[src/rtl/vc_plane_scheduler.sv]
// Round-robin VC plane scheduler with per-grant quantum.
// Serves one plane at a time; releases on tail, quantum expiry or stall.
module vc_plane_scheduler #(
  parameter int VC      = 4,
  parameter int QUANTUM = 2,
  parameter int INIT    = 0
) (
  input  logic                   clk,
  input  logic                   rst,
  input  logic [VC-1:0]          req,
  input  logic [VC-1:0]          credit,
  input  logic [VC-1:0]          tail,
  input  logic                   hold,
  output logic [VC-1:0]          grant,
  output logic [$clog2(VC)-1:0]  planeSel,
  output logic                   valid
);

  localparam int W  = $clog2(VC);
  localparam int CW = (QUANTUM > 1) ? $clog2(QUANTUM) : 1;

  typedef enum logic {IDLE, SERVE} state_e;

  state_e        state_q, state_d;
  logic [W-1:0]  cur_q, cur_d;
  logic [W-1:0]  ptr_q, ptr_d;
  logic [CW-1:0] cnt_q, cnt_d;
  logic [VC-1:0] elig;
  logic          rel;

  function automatic logic [W-1:0] inc(input logic [W-1:0] c);
    return (c == W'(VC-1)) ? '0 : c + 1'b1;
  endfunction

  // First eligible plane scanning s, s+1, ... with wrap.
  function automatic logic [W-1:0] rr(
    input logic [VC-1:0] e,
    input logic [W-1:0]  s
  );
    logic [W-1:0] r;
    logic [W-1:0] idx;
    logic         f;
    r   = s;
    idx = s;
    f   = 1'b0;
    for (int i = 0; i < VC; i++) begin
      if (!f && e[idx]) begin
        r = idx;
        f = 1'b1;
      end
      idx = inc(idx);
    end
    return r;
  endfunction

  assign elig     = req & credit;
  assign planeSel = cur_q;
  assign valid    = (state_q == SERVE) & elig[cur_q]
                  & ~hold & ~rst;

  always_comb begin
    grant        = '0;
    grant[cur_q] = valid;
  end

  always_comb begin
    state_d = state_q;
    cur_d   = cur_q;
    ptr_d   = ptr_q;
    cnt_d   = cnt_q;
    rel     = 1'b0;
    unique case (state_q)
      IDLE: begin
        if (!hold && |elig) begin
          state_d = SERVE;
          cur_d   = rr(elig, ptr_q);
          cnt_d   = '0;
        end
      end
      SERVE: begin
        if (!hold) begin
          rel = !elig[cur_q] || tail[cur_q]
             || (cnt_q == CW'(QUANTUM-1));
          if (rel) begin
            ptr_d = inc(cur_q);
            cnt_d = '0;
            if (|elig) cur_d = rr(elig, inc(cur_q));
            else state_d = IDLE;
          end else begin
            cnt_d = cnt_q + 1'b1;
          end
        end
      end
      default: state_d = IDLE;
    endcase
  end

  always_ff @(posedge clk) begin
    if (rst) begin
      state_q <= IDLE;
      cur_q   <= W'(INIT);
      ptr_q   <= W'(INIT);
      cnt_q   <= '0;
    end else begin
      state_q <= state_d;
      cur_q   <= cur_d;
      ptr_q   <= ptr_d;
      cnt_q   <= cnt_d;
    end
  end

endmodule

[config.mk]
export PLATFORM = sky130hd
export DESIGN_NAME = vc_plane_scheduler
export DESIGN_NICKNAME = d
export VERILOG_FILES = /design/src/rtl/vc_plane_scheduler.sv
export SDC_FILE = /design/constraint.sdc
export NUM_CORES = 1
export LEC_CHECK = 0
export ABC_CLOCK_PERIOD_IN_PS = 5950
export BUFFER_PORTS_ARGS = -buffer_cell sky130_fd_sc_hd__buf_2
export CAP_MARGIN = 15
export CELL_PAD_IN_SITES_DETAIL_PLACEMENT = 0
export CELL_PAD_IN_SITES_GLOBAL_PLACEMENT = 2
export CORE_MARGIN = 5
export CORE_UTILIZATION = 30
export DETAILED_ROUTE_END_ITERATION = 8
export HOLD_SLACK_MARGIN = 0.06
export PLACE_DENSITY_LB_ADDON = 0.1
export SLEW_MARGIN = 20
export SYNTH_ARGS = -nofsm -noshare
export SYNTH_HDL_FRONTEND = slang
export SYNTH_SLANG_ARGS = --single-unit
[constraint.sdc]
create_clock -name clk -period 5.95 [get_ports clk]
set_input_delay 1.4875 -clock clk [delete_from_list [all_inputs] [get_ports clk]]
set_output_delay 1.4875 -clock clk [all_outputs]
set_load 0.02 [all_outputs]
==> reports/results.tsv, run 1 <==
stage	metric	value	unit
outcome	status	finished clean	
sta	slew_headroom	73.7	%
floorplanning	start_util	31.5	%
critical_path	worst-path-buf-inv	2	
yosys	synth.distinct_cells	39	
detailed_routing	vias	824	
global_route	gr-total-overflow	0	
yosys	synthArstFlopShare	0	%
power	p_leak	0.000373	uW
yosys	yosysTopAreaCellShare	15.4	%
cts	cts_num_sinks	6	
yosys	synth_commonest_cells	nand2_1 (8), nor2_1 (8), o21ai_0 (8)	
global_route	grt_util_all_layers	11.9	%
critical_path	path_delay_family	simple AND/OR/NAND/NOR gates	
sta	whs	0.507	ns
sta	setup_viol	0	
yosys	ys_top_cells_by_area	dfxtp_1 (15%), mux4_2 (12%), ha_1 (8.0%)	
flow_run	drv_cap	0	
detailed_routing	drt_iter0_drc	24	
critical_path	crit_path_frequent_cell	buf_2	
global_route	first_global_vias	736	
cts	cts_buffers	3	
yosys	ys.flop_type	dfxtp_1	
yosys	yosysWarnings	0	
critical_path	crit_path_top_delay_cell	mux4_2	
critical_path	path_cells	buf_2 > nand2_1 > mux4_2 > nor3_2 > and2_1 > buf_2	
floorplanning	ios	22	
sta	fin_crit_sh	74.9	%
place	io_buffers	21	
detailed_routing	wire_per_inst	13.8	um
yosys	syn_inst	99	
global_route	grt.busiest_layer	met1	
global_route	grt_pass1_wl	3380	um
floorplanning	die_x	61.0	um
sta	min_period	4.45	ns
cts	clk_latency	0.23	ns
cts	clk_pin_slew_worst_paths	0.04	ns
power	peakVddDrop	0.146	mV
yosys	synth-edff-count	0	
cts	cts_root_buf	clkbuf_4	
yosys	ys_seq_elements	6	
cts	h-tree-depth	1	
critical_path	critPathRequiredTime	4.46	ns
critical_path	start_kind	input port	
sta	fmax	225	MHz
place	postPlaceCellArea	887	sq um
sta	fin_setup_tns	0	ns
global_route	met2_usage	17.3	%
floorplanning	die_area	3720	sq um
power	p_total	151	uW
yosys	syn_avg_cell_area	7.87	sq um
global_route	use_met3	2.77	%
critical_path	critical_path.max_stage_delay	0.59	ns
detailed_routing	ant_nets	0	
global_route	grt_max_degree	12	
cts	ctsResizeCount	0	
sta	hold_viol	0	
place	gp_congestion	0.813	
detailed_routing	wl	2040	um
layout	fin_cells	148	
min_path	hold_path.class	reg -> reg	
layout	syn_to_final_growth	16.7	%
cts	cts_tree	done	
detailed_routing	remaining_drc_errors	0	
detailed_routing	vias_per_cell	5.57	
critical_path	worst-path-max-fanout	11	
cts	holdBufCountCts	0	
sta	rsz0062_at_grt	no	
sta	fin_worst_skew	0.00214	ns
global_route	grt_util_met1	17.8	%
yosys	synth.yosys.seq_area_share	15.4	%
detailed_routing	first_pass_iters	4	
layout	drive_gt1_share	27.1	%
floorplanning	rows	18	
cts	cts_max_path_buffers	2	
place	dp_cells	145	
critical_path	setup.worst_path.end_class	output port	
cts	cts_setup_buffers	0	
critical_path	path_class	in -> out	
power	powerDensity	166	nW/um^2
layout	fin_area	910	sq um
critical_path	arrival	2.97	ns
yosys	yosysTopAreaCell	dfxtp_1	
yosys	synth_nets	119	
sta	drv_slew	0	
yosys	syn_area	779	sq um
place	dp_hpwl	1640	um
floorplanning	fp.dieH	61.0	um
floorplanning	core-area	2480	sq um
layout	layout.nets	140	
layout	antenna_cells	0	
global_route	antenna_found_initial	0	
sta	worstMarginPinSlew	0.392	ns
[through the flow]
stage / setup WS, ns / utilization, %
2_1_floorplan: 1.53 / -
3_3_place_gp: 1.57 / 35.8
3_5_place_dp: 1.49 / 35.8
4_1_cts: 1.49 / 36.7
5_1_grt: 1.35 / 36.7
6_report: 1.50 / 36.7
[worst reg2reg max path, cell delays in order, from the launching register on]
cell and delay [ns]:
dfxtp_1 0.50, ha_1 0.39, or4_1 0.55, o21ai_0 0.09, a221oi_1 0.12, o21ai_0 0.20, a31oi_1 0.11
[flip-flops by register name, summed over array words and instances (netlist names)]
register and flops:
cnt_q 1, planeSel 2, ptr_q 2, state_q 1
[cells in the final DEF (no fill, tap or decap)]
cell type / instances
o22ai_1: 1
inv_1: 3
or2_1: 1
o221ai_1: 2
a41o_1: 1
nand2_2: 1
or4_1: 1
a21oi_1: 7
nor3_4: 1
nand4_1: 1
ha_1: 5
and3_1: 1
a31oi_1: 3
a211oi_1: 1
a21boi_1: 1
and2_0: 2
mux2i_1: 2
and2_1: 6
nor2_1: 8
a2bb2oi_1: 1
o31ai_1: 1
clkbuf_4: 3
o21ai_0: 8
nand3_1: 6
dfxtp_1: 6
buf_2: 21
nor3_2: 1
nand2b_1: 2
a311oi_1: 1
mux4_2: 4
o211ai_1: 1
o2111ai_1: 1
a221oi_1: 2
nor4_1: 1
a21o_1: 1
nand2_1: 8
o21ai_1: 1
a21oi_2: 1
[layer usage]
| metal | wire, um | part of all wire [%] | up-vias |
|---|---|---|---|
| met1 | 968 | 48 | 373 |
| met3 | 141 | 6.9 | 2 |
| li1 | - | - | 422 |
| met4 | 8 | 0.39 | 0 |
| met5 | 0 | 0 | - |
| met2 | 919 | 45 | 27 |
[worst paths after layout]
path	to	depth (start not counted)	from	slack (ns)
max	grant[1]	6	req[2]	1.50
min	cnt_q	2	cnt_q	0.51
max reg2reg	planeSel[1]	6	ptr_q[0]	3.87
min reg2reg	cnt_q	2	cnt_q	0.51
[area by class of cell]
class / count / area (sq um)
clock buffers: 3 / 22.5
fillers: 277 / 1570
inverters: 3 / 11.3
multi-input cells: 85 / 613
flip-flops and latches: 6 / 120
well taps: 30 / 37.5
repair buffers: 21 / 105
[cell families after synthesis]
| logic type | synth area share, % |
|---|---|
| multiplexers | 14.1 |
| AO/OA/AOI/OAI | 28.6 |
| flip-flops | 15.4 |
| buffers and inverters | 5.94 |
| AND/OR/NAND/NOR | 27.9 |
| adder cells (fa/ha/maj) | 8.03 |
[where the power goes]
part | internal [uW] | total, uW | leakage, uW | switching [uW]
Clock | 22.6 | 34.8 | 0.0000138 | 12.2
Sequential | 43.5 | 49.4 | 0.0000492 | 5.97
Combinational | 28.6 | 67.0 | 0.000310 | 38.3
Total | 94.7 | 151 | 0.000373 | 56.5
Note: power is estimated with default switching activity, not from simulation.
==> run 2, diff against run 1 <==
--- a/config.mk
+++ b/config.mk
@@ -5,13 +5,13 @@
 export SDC_FILE = /design/constraint.sdc
 export NUM_CORES = 1
 export LEC_CHECK = 0
-export ABC_CLOCK_PERIOD_IN_PS = 5950
+export ABC_CLOCK_PERIOD_IN_PS = 4100
 export BUFFER_PORTS_ARGS = -buffer_cell sky130_fd_sc_hd__buf_2
 export CAP_MARGIN = 15
 export CELL_PAD_IN_SITES_DETAIL_PLACEMENT = 0
 export CELL_PAD_IN_SITES_GLOBAL_PLACEMENT = 2
 export CORE_MARGIN = 5
-export CORE_UTILIZATION = 30
+export CORE_UTILIZATION = 28
 export DETAILED_ROUTE_END_ITERATION = 8
 export HOLD_SLACK_MARGIN = 0.06
 export PLACE_DENSITY_LB_ADDON = 0.1
==> constraint.sdc (replaced) <==
create_clock -name clk -period 4.1 [get_ports clk]
set_input_delay 1.025 -clock clk [delete_from_list [all_inputs] [get_ports clk]]
set_output_delay 1.025 -clock clk [all_outputs]
set_load 0.02 [all_outputs]
==> run 2 against run 1 <==
Via count is 2.8% higher. Non-clock buffer count rose by 2. Clock skew shrank 0.0020 ns. Hold slack better by 0.0046 ns. First-iteration DRC count rose by 58%. Power is 46% higher. Sequential share of layout area down 0.23 points. Clock power grew 46%. Count of clock-buffer cells in the layout unchanged. Largest power group unchanged. Highest routed layer unchanged.
==> reports/results.tsv, run 2 (synthesis gave the netlist of run 1 again) <==
stage	metric	value	unit
place	gp_congestion	0.786	
place	io_buffers	21	
global_route	gr-total-overflow	0	
power	p_leak	0.000382	uW
sta	rsz0062_at_grt	no	
sta	fin_crit_sh	84.5	%
outcome	status	finished clean	
cts	cts_root_buf	clkbuf_4	
global_route	first_global_vias	766	
sta	drv_slew	0	
cts	clk_latency	0.23	ns
critical_path	start_kind	input port	
detailed_routing	wire_per_inst	14.0	um
power	powerDensity	238	nW/um^2
sta	setup_viol	0	
layout	nFillCells	305	
cts	cts_num_sinks	6	
min_path	hold_path.class	reg -> reg	
detailed_routing	wl	2110	um
detailed_routing	wl_met3	134	um
layout	regArea	120	sq um
critical_path	worst-path-max-fanout	6	
detailed_routing	met1_length	1060	um
sta	hold_viol	0	
place	dp_hpwl	1670	um
critical_path	setup.worst_path.end_class	output port	
cts	cts_max_path_buffers	2	
cts	cts_setup_buffers	0	
critical_path	critPathRequiredTime	3.07	ns
detailed_routing	remaining_drc_errors	0	
layout	drive_gt1_share	28.3	%
layout	antenna_cells	0	
critical_path	path_class	in -> out	
floorplanning	rows	19	
sta	fin_setup_tns	0	ns
detailed_routing	ant_nets	0	
floorplanning	ios	22	
detailed_routing	vias	847	
sta	slew_headroom	75.3	%
sta	fmax	289	MHz
flow_run	drv_cap	0	
cts	cts_buffers	3	
global_route	grt_util_all_layers	10.9	%
cts	ctsResizeCount	0	
power	p_total	221	uW
layout	syn_to_final_growth	18.8	%
cts	clk_pin_slew_worst_paths	0.04	ns
sta	fin_worst_skew	0.000134	ns
sta	worstMarginPinSlew	0.369	ns
layout	multi_input_area	613	sq um
layout	final_cell_mix	buf_2 (21), nand2_1 (8), nor2_1 (8), o21ai_0 (8), a21oi_1 (7)	
layout	utilization	34.2	%
floorplanning	fp.dieH	62.8	um
detailed_routing	wl_met2	903	um
cts	holdBufCountCts	0	
power	peakVddDrop	0.184	mV
floorplanning	start_util	28.8	%
global_route	grt_max_degree	11	
layout	layout_commonest_cell	buf_2	
floorplanning	die_area	3940	sq um
global_route	grt_pass1_wl	3640	um
sta	min_period	3.46	ns
sta	whs	0.511	ns
floorplanning	die_x	62.8	um
floorplanning	core-area	2710	sq um
detailed_routing	first_pass_iters	4	
detailed_routing	drt_iter0_drc	38	
cts	h-tree-depth	1	
layout	layout.nets	142	
global_route	antenna_found_initial	0	
critical_path	arrival	2.44	ns
cts	cts_tree	done	
detailed_routing	routed.top_layer	met4	
detailed_routing	vias_per_cell	5.61	
[run 2: changes by cell type in the layout (fill, tap and decap cells not counted), sizes merged]
cell and delta:
buf +2
[run 2: final timing paths]
path | depth (start not counted) | from | endpoint | slack [ns]
worst min register to register | 2 | cnt_q | cnt_q | 0.51
worst max register to register | 6 | ptr_q[0] | planeSel[1] | 2.02
worst max-delay path | 6 | req[1] | grant[0] | 0.64
worst min-delay path | 2 | cnt_q | cnt_q | 0.51
[run 2: metrics by stage]
| step | cells | setup WS, ns | cell area, sq um |
|---|---|---|---|
| 2_1_floorplan | 99 | 0.603 | 779 |
| 3_3_place_gp | 148 | 0.694 | 903 |
| 3_5_place_dp | 148 | 0.614 | 903 |
| 4_1_cts | 151 | 0.602 | 926 |
| 5_1_grt | 151 | 0.519 | 926 |
| 6_report | 151 | 0.636 | 926 |
[run 2: area by class of cell]
class,count,share of cell area [%]
clock buffer,3,2.43
timing repair buffer,23,13.0
tap,31,4.19
multi-input combinational,85,66.2
sequential,6,13.0
inverter,3,1.22
[run 2: worst max-delay path: stages]
cell and delay, ns:
buf_2 0.09, nand2_1 0.15, mux4_2 0.55, nor3_2 0.28
and2_1 0.17, buf_2 0.16
[run 2: routing by layer]
metal,up-vias,global-route usage [%]
li1,424,-
met1,387,16.1
met2,34,15.5
met3,2,2.52
met4,0,3.18
met5,-,0
[run 2: report_power, final]
group | switching, uW | internal, uW
Clock | 17.8 | 32.9
Sequential | 8.54 | 63.1
Combinational | 55.6 | 42.8
Total | 82.0 | 139
